$ cat config.mk
export PLATFORM = sky130hd
export DESIGN_NAME = dmem_loader
export DESIGN_NICKNAME = d
export VERILOG_FILES = /design/src/rtl/dmem_loader_pkg.sv /design/src/rtl/dmem_loader_byte_packer.sv /design/src/rtl/dmem_loader.sv
export SDC_FILE = /design/constraint.sdc
export NUM_CORES = 1
export LEC_CHECK = 0
export ABC_AREA = 1
export ABC_CLOCK_PERIOD_IN_PS = 2800
export BUFFER_PORTS_ARGS = -buffer_cell sky130_fd_sc_hd__buf_4
export CORE_UTILIZATION = 53
export DETAILED_ROUTE_END_ITERATION = 7
export GPL_ROUTABILITY_DRIVEN = 1
export HOLD_SLACK_MARGIN = 0.08
export PLACE_DENSITY = 0.77
export SKIP_CTS_REPAIR_TIMING = 1
export SLEW_MARGIN = 5
export SYNTH_ARGS = -nofsm -noshare
export SYNTH_HDL_FRONTEND = slang
export SYNTH_HIERARCHICAL = 1
export SYNTH_SLANG_ARGS = --single-unit
$ cat constraint.sdc
create_clock -name clk -period 2.8 [get_ports clk]
set_clock_uncertainty 0.2 [all_clocks]
set_input_delay 0.56 -clock clk [delete_from_list [all_inputs] [get_ports clk]]
set_output_delay 0.56 -clock clk [all_outputs]
set_load 0.02 [all_outputs]
$ cat src/rtl/dmem_loader_pkg.sv
// Shared definitions for the data-memory preload engine: FSM encoding and
// word geometry used by the loader and its byte packer.
package dmem_loader_pkg;

  typedef enum logic [1:0] {
    ST_IDLE   = 2'd0,
    ST_LOAD   = 2'd1,
    ST_FINISH = 2'd2,
    ST_DONE   = 2'd3
  } state_e;

  localparam int BYTES_PER_WORD = 4;
  localparam int BYTE_IDX_W     = $clog2(BYTES_PER_WORD);

endpackage

$ cat src/rtl/dmem_loader_byte_packer.sv
// Packs a byte stream into 32-bit big-endian words; word_valid_o flags the
// cycle in which the fourth byte is presented so the word can be registered.
module byte_packer
  import dmem_loader_pkg::*;
(
  input  logic        clk,
  input  logic        rst,
  input  logic        clear_i,
  input  logic        byte_valid_i,
  input  logic [7:0]  byte_i,
  output logic        word_valid_o,
  output logic [31:0] word_o
);

  localparam logic [BYTE_IDX_W-1:0] LAST_IDX = BYTE_IDX_W'(BYTES_PER_WORD - 1);

  logic [BYTE_IDX_W-1:0] idx_q, idx_d;
  // First three bytes of the word in arrival order; the fourth comes straight from byte_i.
  logic [23:0]           head_q, head_d;

  assign word_valid_o = byte_valid_i && (idx_q == LAST_IDX);
  assign word_o       = {head_q, byte_i};

  always_comb begin
    idx_d  = idx_q;
    head_d = head_q;
    if (clear_i) begin
      idx_d  = '0;
      head_d = '0;
    end else if (byte_valid_i) begin
      idx_d  = idx_q + BYTE_IDX_W'(1);
      head_d = {head_q[15:0], byte_i};
    end
  end

  always_ff @(posedge clk or posedge rst) begin
    if (rst) begin
      idx_q  <= '0;
      head_q <= '0;
    end else begin
      idx_q  <= idx_d;
      head_q <= head_d;
    end
  end

endmodule

$ cat src/rtl/dmem_loader.sv
// Data-memory preload engine: streams NUM_WORDS big-endian words into data
// memory from address 0 and holds the CPU in reset until the last write.
module dmem_loader
  import dmem_loader_pkg::*;
#(
  parameter int NUM_WORDS  = 25,
  parameter int ADDR_WIDTH = 5
) (
  input  logic                  clk,
  input  logic                  reset,
  input  logic                  start,
  input  logic                  in_valid,
  input  logic [7:0]            in_data,
  output logic                  in_ready,
  output logic                  mem_we,
  output logic [ADDR_WIDTH-1:0] mem_addr,
  output logic [31:0]           mem_wdata,
  output logic                  cpu_reset,
  output logic                  busy,
  output logic                  done,
  output logic [31:0]           checksum,
  output state_e                state_dbg
);

  // Handshake: a byte transfers on a rising edge where in_valid && in_ready;
  // in_ready is registered and high exactly while the FSM is in LOAD.

  localparam logic [ADDR_WIDTH-1:0] LAST_ADDR = ADDR_WIDTH'(NUM_WORDS - 1);

  state_e                state_q, state_d;
  logic                  in_ready_q;
  logic                  mem_we_q;
  logic [ADDR_WIDTH-1:0] mem_addr_q;
  logic [31:0]           mem_wdata_q;
  logic                  cpu_reset_q;
  logic                  busy_q;
  logic                  done_q;
  logic [31:0]           checksum_q;
  logic [ADDR_WIDTH-1:0] word_cnt_q;

  logic                  accept;
  logic                  start_load;
  logic                  word_valid;
  logic [31:0]           word;
  logic                  last_word;

  assign accept     = in_valid && in_ready_q;
  assign start_load = start && ((state_q == ST_IDLE) || (state_q == ST_DONE));
  assign last_word  = (word_cnt_q == LAST_ADDR);

  byte_packer u_packer (
    .clk          (clk),
    .rst          (reset),
    .clear_i      (start_load),
    .byte_valid_i (accept),
    .byte_i       (in_data),
    .word_valid_o (word_valid),
    .word_o       (word)
  );

  always_comb begin
    state_d = state_q;
    case (state_q)
      ST_IDLE:   if (start) state_d = ST_LOAD;
      ST_LOAD:   if (word_valid && last_word) state_d = ST_FINISH;
      ST_FINISH: state_d = ST_DONE;
      ST_DONE:   if (start) state_d = ST_LOAD;
      default:   state_d = ST_IDLE;
    endcase
  end

  always_ff @(posedge clk or posedge reset) begin
    if (reset) begin
      state_q     <= ST_IDLE;
      in_ready_q  <= 1'b0;
      mem_we_q    <= 1'b0;
      mem_addr_q  <= '0;
      mem_wdata_q <= '0;
      cpu_reset_q <= 1'b1;
      busy_q      <= 1'b0;
      done_q      <= 1'b0;
      checksum_q  <= '0;
      word_cnt_q  <= '0;
    end else begin
      state_q     <= state_d;
      in_ready_q  <= (state_d == ST_LOAD);
      busy_q      <= (state_d == ST_LOAD) || (state_d == ST_FINISH);
      done_q      <= (state_d == ST_DONE);
      cpu_reset_q <= (state_d != ST_DONE);
      mem_we_q    <= word_valid;
      if (start_load) begin
        word_cnt_q <= '0;
        checksum_q <= '0;
        mem_addr_q <= '0;
      end else if (word_valid) begin
        mem_addr_q  <= word_cnt_q;
        mem_wdata_q <= word;
        checksum_q  <= checksum_q + word;
        // The counter parks on the last address so it can never wrap.
        if (!last_word) word_cnt_q <= word_cnt_q + ADDR_WIDTH'(1);
      end
    end
  end

  assign in_ready  = in_ready_q;
  assign mem_we    = mem_we_q;
  assign mem_addr  = mem_addr_q;
  assign mem_wdata = mem_wdata_q;
  assign cpu_reset = cpu_reset_q;
  assign busy      = busy_q;
  assign done      = done_q;
  assign checksum  = checksum_q;
  assign state_dbg = state_q;

endmodule

==> metrics.txt <==
outcome=finished, final reports clean; fin nets=between 1,000 and 1,500; P per Cell Area=~640 mW/mm^2; HPWL Detailed=13.56 mm; largest net degree at the start of global routing=50; startpoint types=register; synthesized area per cell=between 7 and 8 um^2; Slew @ Worst Pin=approximately 0.67 ns; Critical R2R Capture=checksum[27]; post-synthesis compound-gate area fraction=0.05515; Synth Instances=952; final period utilization=0.8104; total of max-cap violations=0; All-Layer GR Usage=0.2988; worst reg2reg path depth=10; share of power burned in registers=0.421; Clock Latency Late Sink=0.36 ns; CTS Buf Count=9; flip-flop and latch area=roughly 0.0027 mm^2; Worst setup EP type=register; synth-to-layout area growth=15.68%; Crit Reg-Reg Startpoint=u_packer/head_q[0]; placed cell count=about 1,200; crit path kind=reg2reg; Rel. slew slack=0.5527; starting density of the core=0.5485; Setup violations, final=0; Req. time, crit path=2.85 ns; # port buffers=87; Util after Layout=0.6345; vias per inst=slightly above 5; commonest non-fill, non-tap cells in the layout=nand2_1 (425), inv_1 (122), dfrtp_1 (106); post-synthesis adder-cell area fraction=0.07428; Clock power frac=0.257; mux share of post-synthesis cell area=0; Worst Hold Class=in2async; Period minus WS final=2.269 ns; Post-Layout Cell Count=approximately 1,200; clk root buf=clkbuf_16; layout filler cell count=1,146; width of the die=114.2 um; vias in the first global route=approximately 5,900; simple-gate share of the synthesized area=0.3628; PnR worst setup slack=0.5310 ns; Critical Path Source=u_packer/head_q[0]; Num Clock Sinks=roughly 110; gr ovfl total=0; FMAX=between 400 and 500 MHz; Post-Route WL=18.24 mm; Antenna diodes=0; die height=around 110 um; Sw Ratio=0.4003; CTS tree=yes; cell-internal power=approximately 3000 uW; flop-to-flop setup slack=roughly 0.53 ns; H-Tree Depth=3; multi-input combinational cell area=around 0.0033 mm^2; I/O pin count=just under 90; Gate power share=0.322; Max Buffers Root-to-Sink=2; detailed router's first-iteration violation count=between 500 and 600; antenna viol nets, final=0; DR WL/cell=between 15 and 20 um; DRT Pass-1 Iters=5; GP Congestion=around 1; Hold Slack=~0.069 ns; placeable core region=0.01216 mm^2; first-pass GRT wire length=29.64 mm; initial antenna violation count=0; Yosys cell types=38; Synthesized Nets=about 1,000; commonest non-fill, non-tap cell in the layout=nand2_1; Fin. Hold Viols=0; Mapped Area=~0.0067 mm^2; Switch Pwr=1986 uW; #FFs+latches synth=107; XOR/XNOR share of the synthesized area=0.003939; total die area=roughly 0.013 mm^2; count of flip-flops with a built-in enable after synthesis=0; CP Capture Point=checksum[27]; Max FO, Critical Path=5; final count of pins violating max slew=0; Rows=40; Lkg Pwr=around 0.0047 uW; maximum vdd drop=0.6744 mV; layout cell share with drive strength beyond 1=0.1517; number of synthesis warnings=6; crit path DAT=between 2 and 2.5 ns; clk slew on worst S/H paths=roughly 0.080 ns; total negative slack=0 ns; RSZ-0062 raised after global routing=false; asr flop ratio synth=1.000; DRC viols=0; Main synth FF type=dfrtp_1; pre-CTS setup slack=~0.32 ns; Vias=between 6,000 and 7,000; sequential fraction of the synthesis area=0.4016; largest family of logic cells by synthesized area=simple AND/OR/NAND/NOR gates
Yosys cell counts, drive strengths merged (3+ instances only):
cell | count | area share
nand2 | 444 | 0.26
inv | 129 | 0.073
dfrtp | 106 | 0.40
nand3 | 69 | 0.056
nor2 | 50 | 0.032
ha | 38 | 0.071
a21oi | 31 | 0.024
buf | 26 | 0.028
o21ai | 23 | 0.017
nor3 | 6 | 0.0060
nand4 | 4 | 0.0038
a22o | 3 | 0.0039
clkbuf | 3 | 0.0017
or2 | 3 | 0.0032
critical path, cell delays in order (launching register included):
cell      delay (ns)
dfrtp_1         0.47
ha_1            0.43
nand2_2         0.13
nor2_1          0.18
nand3_1         0.11
nand3b_1        0.24
nand2_1         0.15
nand2_1         0.09
nand2_1         0.05
nand3_1         0.06
nand2_1         0.05
area by class of cell:
class / instances / area share
well taps: 168 / 0.02724
inverters: 129 / 0.06324
repair buffers: 96 / 0.09502
clock inverters: 6 / 0.007459
clock buffers: 10 / 0.03097
multi-input cells: 687 / 0.4289
flip-flops and latches: 107 / 0.3472
through the flow:
stage	area (um^2)	total power, uW
CTS	7716	4957
global route	7716	5233
finish	7716	4960
floorplan	6674	3123
detailed placement	7420	3681
global placement	7420	3652
cells by family after synthesis:
logic type / Yosys count
XOR/XNOR: 3
flip-flops: 107
AND/OR/NAND/NOR: 580
buffers and inverters: 158
adder cells (fa/ha/maj): 39
AO/OA/AOI/OAI: 65
layer usage:
metal	GRT usage	wire length, um	vias to the layer above
li1	-	-	3094
met4	0.09437	417	0
met2	0.4699	8306	238
met5	0	0	-
met1	0.4156	8203	2860
met3	0.06088	1307	32
flip-flops by register name, indices dropped and copies added, names as in the netlist, 2 cells and up:
signal,cells
mem_addr,5
state_dbg,2
u_packer/idx_q,2
word_cnt_q,5
checksum,32
u_packer/head_q,24
mem_wdata,32
worst min-delay path by stage:
stage                 startpoint                end  slack (ns)  depth (start not counted)
6_report                   reset  u_packer/idx_q[0]        0.07                          3
3_5_place_dp        mem_wdata[1]       mem_wdata[1]        0.26                          2
3_3_place_gp       mem_wdata[23]      mem_wdata[23]        0.26                          2
5_1_grt                    reset  u_packer/idx_q[0]        0.11                          3
4_1_cts                    reset  u_packer/idx_q[0]        0.08                          3
2_1_floorplan  u_packer/idx_q[1]  u_packer/idx_q[1]        0.25                          2
power groups by stage:
stage / clock (uW) / combinational, uW / sequential (uW)
6_report: 1280 / 1600 / 2090
5_1_grt: 1350 / 1780 / 2100
4_1_cts: 1290 / 1590 / 2070
3_5_place_dp: 0 / 1580 / 2100
3_3_place_gp: 0 / 1550 / 2100
2_1_floorplan: 0 / 990 / 2130
Note: power is estimated with default switching activity, not from simulation.
